`src/rtl/fht_pkg.sv`:
```
// fht_pkg: shared types and helpers for the FHT control/address sequencer.
//   fht_state_e       - sequencer FSM state encoding
//   FHT_LOG2_N_DEF    - default log2 of the transform length
//   FHT_PIPE_LAT_DEF  - default read-to-write butterfly latency
//   stage_len()       - cycles per stage, T = 2*M + PIPE_LAT
//   sector_shift()    - log2 of the sector length L for a given stage
package fht_pkg;

  typedef enum logic [1:0] {
    ST_IDLE = 2'd0,
    ST_RUN  = 2'd1,
    ST_DONE = 2'd2
  } fht_state_e;

  localparam int unsigned FHT_LOG2_N_DEF   = 10;
  localparam int unsigned FHT_PIPE_LAT_DEF = 6;

  function automatic int unsigned stage_len(input int unsigned a_bit,
                                            input int unsigned pipe_lat);
    return (32'd2 << a_bit) + pipe_lat;
  endfunction

  // Stage 0 and stage 1 both use full-bank sectors; after that L halves.
  function automatic int unsigned sector_shift(input int unsigned s,
                                               input int unsigned a_bit);
    if (s == 0) return a_bit;
    return a_bit - (s - 1);
  endfunction

endpackage

```
`src/rtl/fht_wr_delay.sv`:
```
// fht_wr_delay: fixed-depth shift register that carries the write address,
// partner write address and write-valid bit from the read side to the
// write side of the butterfly pipeline.
//   clk_sys - clock
//   rst_b   - asynchronous active-low reset
//   clr     - synchronous clear of every stage (wins over en)
//   en      - shift enable; low freezes the contents
//   d       - word entering the line
//   q       - word that entered DEPTH shifts ago
module fht_wr_delay #(
  parameter int unsigned W     = 8,
  parameter int unsigned DEPTH = 6
) (
  input  logic         clk_sys,
  input  logic         rst_b,
  input  logic         clr,
  input  logic         en,
  input  logic [W-1:0] d,
  output logic [W-1:0] q
);

  logic [DEPTH-1:0][W-1:0] pipe_q;
  logic [DEPTH-1:0][W-1:0] pipe_d;

  always_comb begin
    pipe_d = pipe_q;
    if (clr) begin
      pipe_d = '0;
    end else if (en) begin
      pipe_d[0] = d;
      for (int i = 1; i < DEPTH; i++) begin
        pipe_d[i] = pipe_q[i-1];
      end
    end
  end

  always_ff @(posedge clk_sys or negedge rst_b) begin
    if (!rst_b) pipe_q <= '0;
    else        pipe_q <= pipe_d;
  end

  assign q = pipe_q[DEPTH-1];

endmodule

```
`src/rtl/fht_seq_ctrl.sv`:
```
// fht_seq_ctrl: control and address sequencer for a radix-2 FHT engine with
// four RAM banks. Walks all LOG2_N stages, generating direct and reflected
// read addresses, delayed write addresses with ping-pong write strobes,
// twiddle ROM addresses and mixer controls.
//
// Optional build macro: FHT_SEQ_STALL_EN adds input iSTALL, which freezes the
// counters, FSM and write delay line and masks the write strobes.
//
// Ports:
//   iCLK, iRESET (async, active-low)  clock and reset
//   iSTART / iABORT                   start request / synchronous abort
//   oRDY, oDONE, oSOURCE_CONT         idle, completion pulse, host owns RAM
//   oST_ZERO, oST_LAST                first / last stage running
//   o2ND_PART_SUBSEC, oSECTOR         sector position of the read address
//   oADDR_RD_0..3                     direct (0,2) and partner (1,3) reads
//   oADDR_WR, oADDR_WR_BIAS           delayed direct / partner writes
//   oADDR_COEF                        twiddle ROM address
//   oWE_A, oWE_B, oSOURCE_DATA        write strobes and read bank-set select
//
// state   | meaning
// --------+----------------------------------------------------
// IDLE    | host owns RAM, waiting for iSTART
// RUN     | sequencing stages 0..LOG2_N-1
// DONE    | one-cycle completion pulse, then back to IDLE
module fht_seq_ctrl
  import fht_pkg::*;
#(
  parameter int unsigned LOG2_N   = FHT_LOG2_N_DEF,
  parameter int unsigned A_BIT    = LOG2_N - 2,
  parameter int unsigned PIPE_LAT = FHT_PIPE_LAT_DEF
) (
  input  logic             iCLK,
  input  logic             iRESET,
  input  logic             iSTART,
  input  logic             iABORT,
`ifdef FHT_SEQ_STALL_EN
  input  logic             iSTALL,
`endif
  output logic             oRDY,
  output logic             oDONE,
  output logic             oST_ZERO,
  output logic             oST_LAST,
  output logic             o2ND_PART_SUBSEC,
  output logic [A_BIT-1:0] oSECTOR,
  output logic [A_BIT-1:0] oADDR_RD_0,
  output logic [A_BIT-1:0] oADDR_RD_1,
  output logic [A_BIT-1:0] oADDR_RD_2,
  output logic [A_BIT-1:0] oADDR_RD_3,
  output logic [A_BIT-1:0] oADDR_WR,
  output logic [A_BIT-1:0] oADDR_WR_BIAS,
  output logic [A_BIT-1:0] oADDR_COEF,
  output logic             oWE_A,
  output logic             oWE_B,
  output logic             oSOURCE_DATA,
  output logic             oSOURCE_CONT
);

  localparam int unsigned T_LEN = stage_len(A_BIT, PIPE_LAT);
  localparam int unsigned CW    = $clog2(T_LEN);
  localparam int unsigned SW    = $clog2(LOG2_N);
  localparam int unsigned SHW   = $clog2(A_BIT + 1);
  localparam int unsigned DW    = 2 * A_BIT + 1;

  // Stage timer counts down from T-1; cycle index c = T-1 - cnt.
  // c < 2M is equivalent to cnt >= PIPE_LAT.
  localparam logic [CW-1:0] CNT_TOP  = CW'(T_LEN - 1);
  localparam logic [CW-1:0] CNT_WEND = CW'(PIPE_LAT);
  localparam logic [SW-1:0] S_LAST   = SW'(LOG2_N - 1);

  function automatic logic [A_BIT-1:0] ra_of(input logic [CW-1:0] cnt);
    logic [CW-1:0] c;
    c = CNT_TOP - cnt;
    if (cnt >= CNT_WEND) return A_BIT'(c >> 1);
    return {A_BIT{1'b1}};
  endfunction

  function automatic logic [A_BIT-1:0] mask_of(input logic [SW-1:0] s);
    logic [SHW-1:0] sh;
    sh = SHW'(sector_shift(32'(s), A_BIT));
    return ~({A_BIT{1'b1}} << sh);
  endfunction

  // o >= L/2 is simply the top bit of the offset field.
  function automatic logic sub2_of(input logic [A_BIT-1:0] ra,
                                   input logic [A_BIT-1:0] mask);
    return |(ra & (mask ^ (mask >> 1)));
  endfunction

  logic stall;
`ifdef FHT_SEQ_STALL_EN
  assign stall = iSTALL;
`else
  assign stall = 1'b0;
`endif

  fht_state_e    state_q, state_d;
  logic [CW-1:0] cnt_q, cnt_d;
  logic [SW-1:0] s_q, s_d;
  logic          src_q, src_d;
  logic          rdy_q, rdy_d;
  logic          done_q, done_d;
  logic          cont_q, cont_d;
  logic          st_zero_q, st_zero_d;
  logic          st_last_q, st_last_d;
  logic          sub2_q, sub2_d;
  logic          stage_end;

  always_comb begin
    state_d   = state_q;
    cnt_d     = cnt_q;
    s_d       = s_q;
    src_d     = src_q;
    stage_end = 1'b0;
    if (iABORT) begin
      state_d = ST_IDLE;
      cnt_d   = CNT_TOP;
      s_d     = '0;
      src_d   = 1'b0;
    end else if (!stall) begin
      case (state_q)
        ST_IDLE: begin
          if (iSTART) begin
            state_d = ST_RUN;
            cnt_d   = CNT_TOP;
            s_d     = '0;
            src_d   = 1'b0;
          end
        end
        ST_RUN: begin
          if (cnt_q == '0) begin
            stage_end = 1'b1;
            cnt_d     = CNT_TOP;
            if (s_q == S_LAST) begin
              state_d = ST_DONE;
              s_d     = '0;
              src_d   = 1'b0;
            end else begin
              s_d   = s_q + SW'(1);
              src_d = ~src_q;
            end
          end else begin
            cnt_d = cnt_q - CW'(1);
          end
        end
        ST_DONE: state_d = ST_IDLE;
        default: state_d = ST_IDLE;
      endcase
    end
  end

  // Status outputs are registered from the next-state values so they line
  // up with the combinational addresses derived from the same counters.
  always_comb begin
    rdy_d     = (state_d != ST_RUN);
    done_d    = (state_d == ST_DONE);
    cont_d    = (state_d == ST_IDLE);
    st_zero_d = (state_d == ST_RUN) && (s_d == '0);
    st_last_d = (state_d == ST_RUN) && (s_d == S_LAST);
    sub2_d    = (state_d == ST_RUN) && sub2_of(ra_of(cnt_d), mask_of(s_d));
  end

  always_ff @(posedge iCLK or negedge iRESET) begin
    if (!iRESET) begin
      state_q   <= ST_IDLE;
      cnt_q     <= CNT_TOP;
      s_q       <= '0;
      src_q     <= 1'b0;
      rdy_q     <= 1'b1;
      done_q    <= 1'b0;
      cont_q    <= 1'b1;
      st_zero_q <= 1'b0;
      st_last_q <= 1'b0;
      sub2_q    <= 1'b0;
    end else begin
      state_q   <= state_d;
      cnt_q     <= cnt_d;
      s_q       <= s_d;
      src_q     <= src_d;
      rdy_q     <= rdy_d;
      done_q    <= done_d;
      cont_q    <= cont_d;
      st_zero_q <= st_zero_d;
      st_last_q <= st_last_d;
      sub2_q    <= sub2_d;
    end
  end

  logic [CW-1:0]    c_cur;
  logic [A_BIT-1:0] ra_cur;
  logic [A_BIT-1:0] mask_cur;
  logic [A_BIT-1:0] part_cur;
  logic [A_BIT-1:0] coef_cur;
  logic             wv_cur;

  always_comb begin
    c_cur    = CNT_TOP - cnt_q;
    ra_cur   = ra_of(cnt_q);
    mask_cur = mask_of(s_q);
    // Reflected partner: base + ((L - o) mod L), i.e. the low field negated.
    part_cur = (ra_cur & ~mask_cur) | ((A_BIT'(0) - ra_cur) & mask_cur);
    coef_cur = '0;
    if (s_q != '0) coef_cur = (ra_cur & mask_cur) << (s_q - SW'(1));
    wv_cur   = (state_q == ST_RUN) && (cnt_q >= CNT_WEND) && c_cur[0];
  end

  logic [DW-1:0] dly_q;
  logic          dly_clr;

  assign dly_clr = iABORT || (state_q != ST_RUN) || stage_end;

  fht_wr_delay #(
    .W     (DW),
    .DEPTH (PIPE_LAT)
  ) u_wr_delay (
    .clk_sys (iCLK),
    .rst_b   (iRESET),
    .clr     (dly_clr),
    .en      (!stall),
    .d       ({wv_cur, ra_cur, part_cur}),
    .q       (dly_q)
  );

  assign oRDY             = rdy_q;
  assign oDONE            = done_q;
  assign oSOURCE_CONT     = cont_q;
  assign oST_ZERO         = st_zero_q;
  assign oST_LAST         = st_last_q;
  assign o2ND_PART_SUBSEC = sub2_q;
  assign oSOURCE_DATA     = src_q;
  assign oSECTOR          = ra_cur >> SHW'(sector_shift(32'(s_q), A_BIT));
  assign oADDR_RD_0       = ra_cur;
  assign oADDR_RD_2       = ra_cur;
  assign oADDR_RD_1       = part_cur;
  assign oADDR_RD_3       = part_cur;
  assign oADDR_COEF       = coef_cur;
  assign oADDR_WR         = dly_q[2*A_BIT-1:A_BIT];
  assign oADDR_WR_BIAS    = dly_q[A_BIT-1:0];
  // A held delay line would re-issue its write every stalled cycle, so the
  // strobes are masked directly while stalled.
  assign oWE_A            = dly_q[DW-1] & src_q & ~stall;
  assign oWE_B            = dly_q[DW-1] & ~src_q & ~stall;

endmodule

```
`config.mk`:
```
export PLATFORM = sky130hd
export DESIGN_NAME = fht_seq_ctrl
export DESIGN_NICKNAME = d
export VERILOG_FILES = /design/src/rtl/fht_pkg.sv /design/src/rtl/fht_wr_delay.sv /design/src/rtl/fht_seq_ctrl.sv
export SDC_FILE = /design/constraint.sdc
export NUM_CORES = 1
export LEC_CHECK = 0
export ABC_AREA = 1
export BUFFER_PORTS_ARGS = -buffer_cell sky130_fd_sc_hd__clkbuf_2
export CAP_MARGIN = 25
export CORE_AREA = 5 5 110 112
export DETAILED_ROUTE_END_ITERATION = 12
export DIE_AREA = 0 0 115 117
export PLACE_DENSITY = 0.86
export SLEW_MARGIN = 20
export SYNTH_ARGS = -nofsm -noshare
export SYNTH_HDL_FRONTEND = slang
export SYNTH_SLANG_ARGS = --single-unit
```
`constraint.sdc`:
```
create_clock -name iCLK -period 6.3 [get_ports iCLK]
set_clock_uncertainty 0.1 [all_clocks]
set_input_delay 0.63 -clock iCLK [delete_from_list [all_inputs] [get_ports iCLK]]
set_output_delay 0.63 -clock iCLK [all_outputs]
set_load 0.05 [all_outputs]
```
======== Word level (Yosys, flattened, before mapping) ========
Cells that the tools add are included.
word-level totals
  register bits after elaboration ......... 125
  word-level logic and storage cells ...... 105
operators by class
  $lt $le $gt $ge ......................... 2
  shifts and indexed selects .............. 4
  equality and inequality tests ........... 9
  $add $sub $neg .......................... 10
  mux-type cells .......................... 36
  bitwise gates (word level) .............. 12
  reduce and logical (&&, ||, !) cells .... 16
operators by type and width
  cell                     count
  $mux W102                1
  $mux W8                  5
  $and A8 B8 Y8            4
  $mux W4                  8
  $mux W10                 3
  $not A8 Y8               3
  $ge A10 B3 Y1 const B    2
  $pmux W10 S2             1
  $sub A3 B9 Y9 const A    2
  $shl A8 B4 Y8 const A    2
  $sub A4 B1 Y4 const B    3
  $mux W1                  11
  $logic_not A10 Y1        1
  $sub A10 B1 Y10 const B  1
  $eq A4 B4 Y1 const B     2
  $logic_not A4 Y1         2
  $mux W2                  4
  $or A8 B8 Y8             1
  $pmux W4 S2              1
  $reduce_or A8 Y1         1
  $shl A8 B4 Y8            1
  $shr A8 B4 Y8            1
  $sub A1 B8 Y8 const A    1
  $sub A4 B4 Y4 const A    2
  other kinds (16)         26

======== Logic depth before layout (Yosys ltp) ========
Gate-level depths: netlist of run 1.
  depth in word-level cells ............... 14
  mapped depth ............................ 22
  gate-level depth less buffers ........... 21

======== Modules after synthesis ========
A second synthesis of run 1 with hierarchy kept.
unflattened totals
  cells, all modules ...................... 987
  area, all modules ....................... 7465.9 um^2
by module, submodules not included
  module        instances  cells an instance  area each (um^2)
  fht_wr_delay  1          460                4176.5
  fht_seq_ctrl  1          527                3289.4

======== Least setup slack after synthesis of run 1 ========
OpenSTA, ideal clock, no wires.
  kind .................................... flip-flop to output port
  start ................................... register cnt_q[2]
  end ..................................... output oADDR_RD_3[1]
  path slack .............................. 2530 ps
  cell stages (with the launch flop) ...... 10
  arrival time ............................ 3040 ps
  required time ........................... 5570 ps
  cell sequence ........................... dfstp_2 > inv_1 > ha_1 > nand2_1 > inv_2 > ha_1 > or2_2 > inv_1 > a21oi_1 > buf_4
on the way
  longest elaborated chain between the ends .. 6
  elaborated cells on any way between the ends .. 9
  those cells by class .................... add/sub: 2; order compare: 1; mux: 3; bitwise: 3
ends and longest elaborated chain
  item                                            line                                    RTL
  start, declared                                 fht_seq_ctrl.sv:97                      logic [CW-1:0] cnt_q, cnt_d;
  start signal, assigned                          fht_seq_ctrl.sv:176                     cnt_q <= cnt_d;
  $sub A3 B9 Y9 or $ge A10 B3 Y1 (tied branches)  fht_seq_ctrl.sv:72, fht_seq_ctrl.sv:73
  $mux W8 or $mux W1 (tied branches)              fht_seq_ctrl.sv:73                      if (cnt >= CNT_WEND) return A_BIT'(c >> 1);
  $mux W8 *                                       fht_seq_ctrl.sv:74                      return {A_BIT{1'b1}};
  named net oADDR_RD_0[1]                         fht_seq_ctrl.sv:45                      output logic [A_BIT-1:0] oADDR_RD_0,
  $sub A1 B8 Y8                                   fht_seq_ctrl.sv:200                     part_cur = (ra_cur & ~mask_cur) | ((A_BIT'(0) - ra_cur) & mask_cur);
  $and A8 B8 Y8                                   fht_seq_ctrl.sv:200
  $or A8 B8 Y8 *                                  fht_seq_ctrl.sv:200
  end, declared                                   fht_seq_ctrl.sv:48                      output logic [A_BIT-1:0] oADDR_RD_3,
Mark *: on every way through the listed nets, which the timed path passes. The rest lies on a longest branch. The select of a mux whose other input is x is not followed.

======== Worst setup path after layout of run 1 ========
  start ................................... register s_q[0]
  end ..................................... output oADDR_COEF[7]
on the way
  longest elaborated chain between the ends .. 8
  elaborated cells on any way between the ends .. 13
  those cells by class .................... add/sub: 3; shift: 2; mux: 4; bitwise: 2; reduce/logical: 2
ends and longest elaborated chain
  item                                               line                                               RTL
  start, declared                                    fht_seq_ctrl.sv:98                                 logic [SW-1:0] s_q, s_d;
  start signal, assigned                             fht_seq_ctrl.sv:166                                s_q <= '0;
  start signal, assigned                             fht_seq_ctrl.sv:177                                s_q <= s_d;
  $sub A4 B1 Y4 or $logic_not A4 Y1 (tied branches)  fht_pkg.sv:27, fht_seq_ctrl.sv:202, fht_pkg.sv:26
  $sub A4 B4 Y4, or another cell as far along        fht_pkg.sv:27                                      return a_bit - (s - 1);
  $mux W4                                            fht_pkg.sv:27
  $shl A8 B4 Y8                                      fht_seq_ctrl.sv:80                                 return ~({A_BIT{1'b1}} << sh);
  $not A8 Y8                                         fht_seq_ctrl.sv:80
  $and A8 B8 Y8                                      fht_seq_ctrl.sv:202                                if (s_q != '0) coef_cur = (ra_cur & mask_cur) << (s_q - SW'(1));
  $shl A8 B4 Y8                                      fht_seq_ctrl.sv:202
  $mux W8 *                                          fht_seq_ctrl.sv:202
  end, declared                                      fht_seq_ctrl.sv:51                                 output logic [A_BIT-1:0] oADDR_COEF,
Every way passes the cells marked *; elsewhere a longest branch is shown, timed or not.

==> metrics.csv, run 1 <==
stage;metric;value;unit
worst_setup_path;worst reg2reg path startpoint;s_q[0]$_DFF_PN0_;
detailed_routing;residual DRC count;0;
detailed_routing;DR pass1 iterations;4;
worst_setup_path;r2r worst-path depth;18;
detailed_routing;WL final;13800;µm
global_route;vias in the first global route;4877;
die;Die H;117;µm
pwr;Flop pwr share;0.339;
global_route;first-pass GRT wire length;22900;µm
synthesis;library cells used by synthesis;40;
synthesis;Post-Syn Area;6440;µm²
pwr;P_sw;906;µW
worst_hold_path;worst min-delay path class;in2async;
synthesis;Yosys reg bits;119;
pwr;Final Total Pwr;2380;µW
detailed_routing;Antenna Violating Nets Remaining;0;
timing;Tightest Pin Transition;0.946;ns
final_layout;# fillers;877;
die;core area;11100;µm²
cts;Inserted Clock Buffers;17;
pwr;Comb pwr share;0.277;
cts;worst skew pair latency;0.40;ns
timing;total negative setup slack;0;ns
cts;H-tree depth;4;
worst_setup_path;crit path DAT;3.46;ns
final_layout;nets;884;
detailed_routing;first-iteration detailed-routing DRC count;501;
cts;Max Buffers Root-to-Sink;2;
die;initial cell density of the core;0.579;
cts;CTS tree;built;
synthesis;post-synthesis cell count;815;
flow_run;Max-cap violations;0;
cts;clk root buf;clkbuf_16;
worst_setup_path;Max stage delay cell, worst path;dfrtp_1;
pwr;maximum vdd drop;324;µV
detailed_routing;Routed WL per cell;13.6;µm
detailed_routing;vias post-DR;5099;
cts;Worst-path clk slew;0.06;ns
die;cell row count;39;
die;die span in x;115;µm
cts;hold-fix buffers at CTS;0;
cts;Post-CTS Setup Bufs;0;
worst_setup_path;Setup CP Type;reg2out;
synthesis;Syn Area/Cell;7.90;µm²
pwr;P_leak;0.00376;µW
timing;final critical-path required period;4.19;ns
pwr;P per Cell Area;328;nW/µm²
pwr;internal power;1480;µW
timing;Slew Limit Headroom;0.369;
global_route;gr ovfl total;0;
worst_setup_path;Max stage delay on crit path;0.72;ns
timing;fin. max-slew vios;0;
final_layout;Syn-to-layout area delta;12.8;%
die;die area;13500;µm²
synthesis;Synth warnings;0;
placed_design;RePlAce Congestion;0.915;
timing;final hold vios;0;
final_layout;# diodes;0;
synthesis;sequential-to-total area share from yosys stat;0.463;
placed_design;dpl hpwl;9200;µm
timing;final setup vio count;0;
worst_setup_path;flop2flop setup slack;2.77;ns
cts;clock sinks;119;
placed_design;Port Buffers;76;
run_status;status;completed;
global_route;Total GRT Usage;0.217;
die;io pins;77;
final_layout;commonest cells after routing, fill and taps aside;inv_1, nor2_1, nand2_1;
cts;Resized cells post-CTS;0;
timing;RSZ-0062 raised after global routing;false;
worst_setup_path;critical path cell sequence;inv_1 > ha_1 > nand3_1 > nand2_1 > nor2_2 > inv_1 > a21oi_1 > nor2_1 > o21ai_0 > nand2_1 > o21ai_0 > o22ai_1 > clkbuf_2;
worst_setup_path;crit-path max FO;20;
worst_setup_path;startpoint types;register;
detailed_routing;vias per cell;5.01;
pwr;sw frac;0.380;
pwr;Clk pwr share;0.384;
final_layout;share of cells above drive strength 1;0.207;
global_route;antenna violations before repair;0;
timing;Max Freq;238;MHz
worst_setup_path;r2r endpoint;o2ND_PART_SUBSEC$_DFF_PN0_;
final_layout;leading cell type in the layout, fill and taps excluded;inv_1;
worst_setup_path;crit path capture type;primary output;
timing;Tcrit/Tclk final;0.666;
global_route;largest net degree at the start of global routing;98;
worst_setup_path;Critical Path RT;5.57;ns
synthesis;Mapped Nets;838;
-- stage by stage --
step                setup WS (ns)  instances  area (µm²)   util  hold slack [ns]
floorplan                    2.53        815        6440      -            0.234
global placement             2.69        985        6700  0.602            0.350
detailed placement           2.60        985        6700  0.602            0.356
CTS                          2.14       1017        7270  0.653            0.156
global route                 1.71       1017        7270  0.653            0.190
finish                       2.11       1017        7270  0.653            0.145
-- flip-flops by register name, indices dropped and copies added (netlist names) --
signal,count
cnt_q,10
o2ND_PART_SUBSEC,1
oDONE,1
oRDY,1
oSOURCE_CONT,1
oSOURCE_DATA,1
oST_LAST,1
oST_ZERO,1
s_q,4
state_q,2
u_wr_delay.pipe_q,80
u_wr_delay.q,16
-- cells in the mapped netlist --
cell       instances  area share
nand2_1          126       0.073
buf_6              1      0.0017
buf_4             33       0.038
o22ai_1            3      0.0029
dfstp_2            5       0.020
nor2_4            10       0.017
o21ai_0           27       0.021
o2111ai_1          1      0.0014
xnor2_1            4      0.0054
a21oi_4            1      0.0025
nand3_2            7       0.011
nand2_2           13       0.013
buf_1              2      0.0012
inv_1            151       0.088
a31o_2             2      0.0027
o211ai_1           3      0.0035
nand3_4            2      0.0054
nand4_1            5      0.0049
clkbuf_1          13      0.0076
nor3_1             6      0.0047
buf_2              1     0.00078
nor2_1           150       0.087
o221ai_1           1      0.0014
a21oi_2            1      0.0014
nand2_4            4      0.0070
nor2_2             8      0.0078
o31ai_2            1      0.0019
a211oi_2           1      0.0019
o21ai_1            6      0.0047
xor2_1            12       0.016
a21oi_1           11      0.0085
a211oi_1           2      0.0023
a31oi_1            3      0.0029
ha_1              19       0.037
o21a_1             1      0.0012
nor4_1             1     0.00097
dfrtp_1          114        0.44
nand3_1           46       0.036
or2_2              4      0.0039
inv_2             14      0.0082
-- power by group through the flow --
stage / Clock (µW) / Combinational (µW) / Sequential (µW)
floorplan: 0 / 545 / 820
global placement: 0 / 648 / 818
detailed placement: 0 / 656 / 818
CTS: 924 / 662 / 806
global route: 967 / 711 / 808
finish: 915 / 660 / 806
-- how the worst max path moves through the flow --
| stage | cells after the start | slack (ns) | startpoint | endpoint |
|---|---|---|---|---|
| final | 13 | 2.11 | s_q[0]$_DFF_PN0_ | oADDR_COEF[7] |
| after global routing | 13 | 1.71 | s_q[0]$_DFF_PN0_ | oADDR_COEF[7] |
| after detailed placement | 13 | 2.60 | s_q[0]$_DFF_PN0_ | oADDR_COEF[5] |
| after floorplan | 9 | 2.53 | cnt_q[2]$_DFF_PN1_ | oADDR_RD_3[1] |
| after CTS | 13 | 2.14 | s_q[0]$_DFF_PN0_ | oADDR_COEF[5] |
| after global placement | 13 | 2.69 | s_q[0]$_DFF_PN0_ | oADDR_COEF[5] |
-- logic make-up (layout without fill, tap and decap cells) --
group | after synthesis | count (layout) | share of synthesized area
simple gates | 382 | 382 | 0.272
flops | 119 | 119 | 0.463
buf+inv | 215 | 274 | 0.146
compound gates | 64 | 64 | 0.0602
xor+xnor | 16 | 16 | 0.0218
fa+ha+maj | 19 | 19 | 0.0369
-- critical path, delay by kind of cell (launching register included) --
family | cells | cell delay [ns]
flops | 1 | 0.72
buf+inv | 3 | 0.71
compound gates | 4 | 0.66
simple gates | 5 | 0.66
fa+ha+maj | 1 | 0.31
-- layout make-up --
cell class / instances / area [µm²] / area share
clock buffers: 18 / 429 / 0.0591
clock inverters: 14 / 140 / 0.0193
inverters: 165 / 619 / 0.0852
multi-input cells: 481 / 2520 / 0.347
flip-flops and latches: 119 / 2980 / 0.411
well taps: 143 / 179 / 0.0246
repair buffers: 77 / 390 / 0.0537
-- routing by layer --
metal	GRT usage	vias to the layer above	part of all wire
met5	0	-	0
met4	0.0736	0	0.018
met3	0.0545	26	0.061
met2	0.377	174	0.51
met1	0.265	2380	0.41
li1	-	2519	-
(Power assumes the default switching activity.)
==> run 2, diff against run 1 <==
--- a/config.mk
+++ b/config.mk
@@ -8,10 +8,10 @@
 export ABC_AREA = 1
 export BUFFER_PORTS_ARGS = -buffer_cell sky130_fd_sc_hd__clkbuf_2
 export CAP_MARGIN = 25
-export CORE_AREA = 5 5 110 112
+export CORE_AREA = 5 5 117 119
 export DETAILED_ROUTE_END_ITERATION = 12
-export DIE_AREA = 0 0 115 117
-export PLACE_DENSITY = 0.86
+export DIE_AREA = 0 0 122 124
+export PLACE_DENSITY = 0.8
 export SLEW_MARGIN = 20
 export SYNTH_ARGS = -nofsm -noshare
 export SYNTH_HDL_FRONTEND = slang
==> constraint.sdc (replaced) <==
create_clock -name iCLK -period 3.4 [get_ports iCLK]
set_clock_uncertainty 0.1 [all_clocks]
set_input_delay 0.34 -clock iCLK [delete_from_list [all_inputs] [get_ports iCLK]]
set_output_delay 0.34 -clock iCLK [all_outputs]
set_load 0.05 [all_outputs]
==> metrics.csv, run 2 (synthesis results as in run 1) <==
stage;metric;value;unit
die;die area;15100;µm²
cts;Worst-path clk slew;0.05;ns
worst_setup_path;Critical Path RT;2.96;ns
cts;CTS tree;built;
detailed_routing;first-iteration detailed-routing DRC count;370;
final_layout;# diodes;0;
worst_setup_path;r2r worst-path depth;17;
pwr;Clk pwr share;0.401;
timing;final setup vio count;0;
worst_setup_path;startpoint types;register;
detailed_routing;Routed WL per cell;13.3;µm
cts;worst skew pair latency;0.41;ns
worst_hold_path;hold path cells;4;
global_route;largest net degree at the start of global routing;96;
global_route;vias in the first global route;4934;
global_route;antenna violations before repair;0;
final_layout;Syn-to-layout area delta;16.5;%
placed_design;dpl hpwl;10400;µm
final_layout;post-route cell area;7510;µm²
timing;Max Freq;308;MHz
pwr;P_sw;1610;µW
pwr;Final Total Pwr;4620;µW
flow_run;Max-cap violations;0;
die;io pins;77;
timing;Tcrit/Tclk final;0.955;
cts;H-tree depth;4;
global_route;Total GRT Usage;0.199;
cts;Inserted Clock Buffers;17;
timing;final hold vios;0;
detailed_routing;residual DRC count;0;
timing;Slew Limit Headroom;0.390;
worst_setup_path;crit-path max FO;7;
pwr;sw frac;0.349;
cts;clock sinks;119;
final_layout;max FFs per register;80;
timing;final critical-path required period;3.25;ns
cts;Post-CTS Setup Bufs;0;
worst_hold_path;HP Start;iABORT;
placed_design;RePlAce Congestion;0.997;
worst_hold_path;worst min-delay path class;in2reg;
pwr;Flop pwr share;0.322;
die;die span in x;122;µm
worst_setup_path;r2r endpoint;o2ND_PART_SUBSEC$_DFF_PN0_;
worst_setup_path;flop2flop setup slack;0.42;ns
detailed_routing;vias post-DR;4976;
timing;final setup margin;0.152;ns
cts;clk root buf;clkbuf_16;
pwr;P per Cell Area;615;nW/µm²
placed_design;Port Buffers;76;
run_status;status;completed;
placed_design;post-placement cell area;6820;µm²
final_layout;# fillers;1107;
worst_setup_path;Setup CP Type;reg2out;
detailed_routing;vias per cell;4.72;
pwr;P_leak;0.00385;µW
final_layout;commonest cells after routing, fill and taps aside;nor2_1, inv_1, nand2_1;
pwr;maximum vdd drop;331;µV
pwr;internal power;3000;µW
detailed_routing;DR pass1 iterations;5;
die;cell row count;41;
timing;fin. max-slew vios;0;
timing;Tightest Pin Transition;0.915;ns
cts;Max Buffers Root-to-Sink;2;
pwr;Comb pwr share;0.277;
worst_hold_path;Hold EP;s_q[3]$_DFF_PN0_;
detailed_routing;WL final;14000;µm
final_layout;Biggest register;u_wr_delay.pipe_q;
final_layout;share of cells above drive strength 1;0.226;
worst_setup_path;worst reg2reg path startpoint;cnt_q[1]$_DFF_PN0_;
die;core area;12500;µm²
die;initial cell density of the core;0.517;
detailed_routing;Antenna Violating Nets Remaining;0;
global_route;first-pass GRT wire length;23200;µm
placed_design;pre-CTS WS;0.310;ns
worst_setup_path;crit path capture type;primary output;
final_layout;nets;894;
final_layout;leading cell type in the layout, fill and taps excluded;nor2_1;
worst_setup_path;crit path DAT;2.81;ns
timing;RSZ-0062 raised after global routing;true;
global_route;gr ovfl total;0;
die;Die H;124;µm
==> run 2: changes by cell type in the layout (fill, tap and decap cells not counted), sizes merged <==
| cell | change |
|---|---|
| buf | +19 |
| clkbuf | -6 |
| inv | -6 |
| bufinv | +3 |
| clkinvlp | -2 |
| clkinv | -1 |
| dlygate4sd3 | +1 |
==> run 2: metal layers <==
metal	global-route usage	wire [µm]
met3	0.0540	613
met4	0.0875	447
met5	0	0
met1	0.214	5490
met2	0.366	7490
==> run 2: layout make-up <==
cell class	count	area (µm²)	share of cell area
Inverter	165	622	0.0828
Timing Repair Buffer	87	490	0.0653
Clock inverter	8	148	0.0197
Tap cell	172	215	0.0287
Clock buffer	22	464	0.0618
Sequential cell	119	2980	0.397
Multi-Input combinational cell	481	2580	0.344
==> run 2: through the flow <==
stage	TNS (ns)	hold slack [ns]	std cells	utilization
3_5_place_dp	0	0.358	1023	0.547
4_1_cts	0	0.221	1054	0.598
6_report	0	0.236	1054	0.602
2_1_floorplan	0	-0.0556	815	-
3_3_place_gp	0	0.349	1023	0.547
5_1_grt	-0.0288	0.245	1054	0.602
==> run 2: how the worst max path moves through the flow <==
stage,end,start,slack [ns]
floorplan,oADDR_COEF[5],s_q[0]$_DFF_PN0_,0.03
global placement,oADDR_RD_1[6],cnt_q[2]$_DFF_PN1_,0.32
detailed placement,oADDR_RD_3[6],cnt_q[2]$_DFF_PN1_,0.31
CTS,oADDR_RD_1[7],cnt_q[2]$_DFF_PN1_,0.02
global route,oADDR_COEF[5],cnt_q[1]$_DFF_PN0_,-0.03
finish,oADDR_RD_3[6],cnt_q[2]$_DFF_PN1_,0.15
==> run 2: power groups by stage <==
stage	registers (µW)	logic, µW	clock network (µW)
6_report	1490	1280	1850
4_1_cts	1480	1270	1880
2_1_floorplan	1520	1010	0
3_3_place_gp	1510	1250	0
3_5_place_dp	1510	1250	0
5_1_grt	1490	1380	1950
==> run 2: timing repair <==
item                                   CTS  global route
gates cloned                             0             0
setup endpoints to repair                2            21
endpoints found under the hold margin   65             0
pin swaps                                0             1
resized for setup                        4            32
hold buffers                             1             0
==> run 2: worst max-delay path: stages (launching register included) <==
cell and delay (ns):
dfstp_2 0.60, inv_1 0.11, ha_1 0.30, nand2_2 0.10, inv_4 0.11, ha_1 0.21, inv_1 0.07, nor3_2 0.21
a31o_2 0.22, xor2_2 0.21, inv_1 0.08, buf_4 0.19
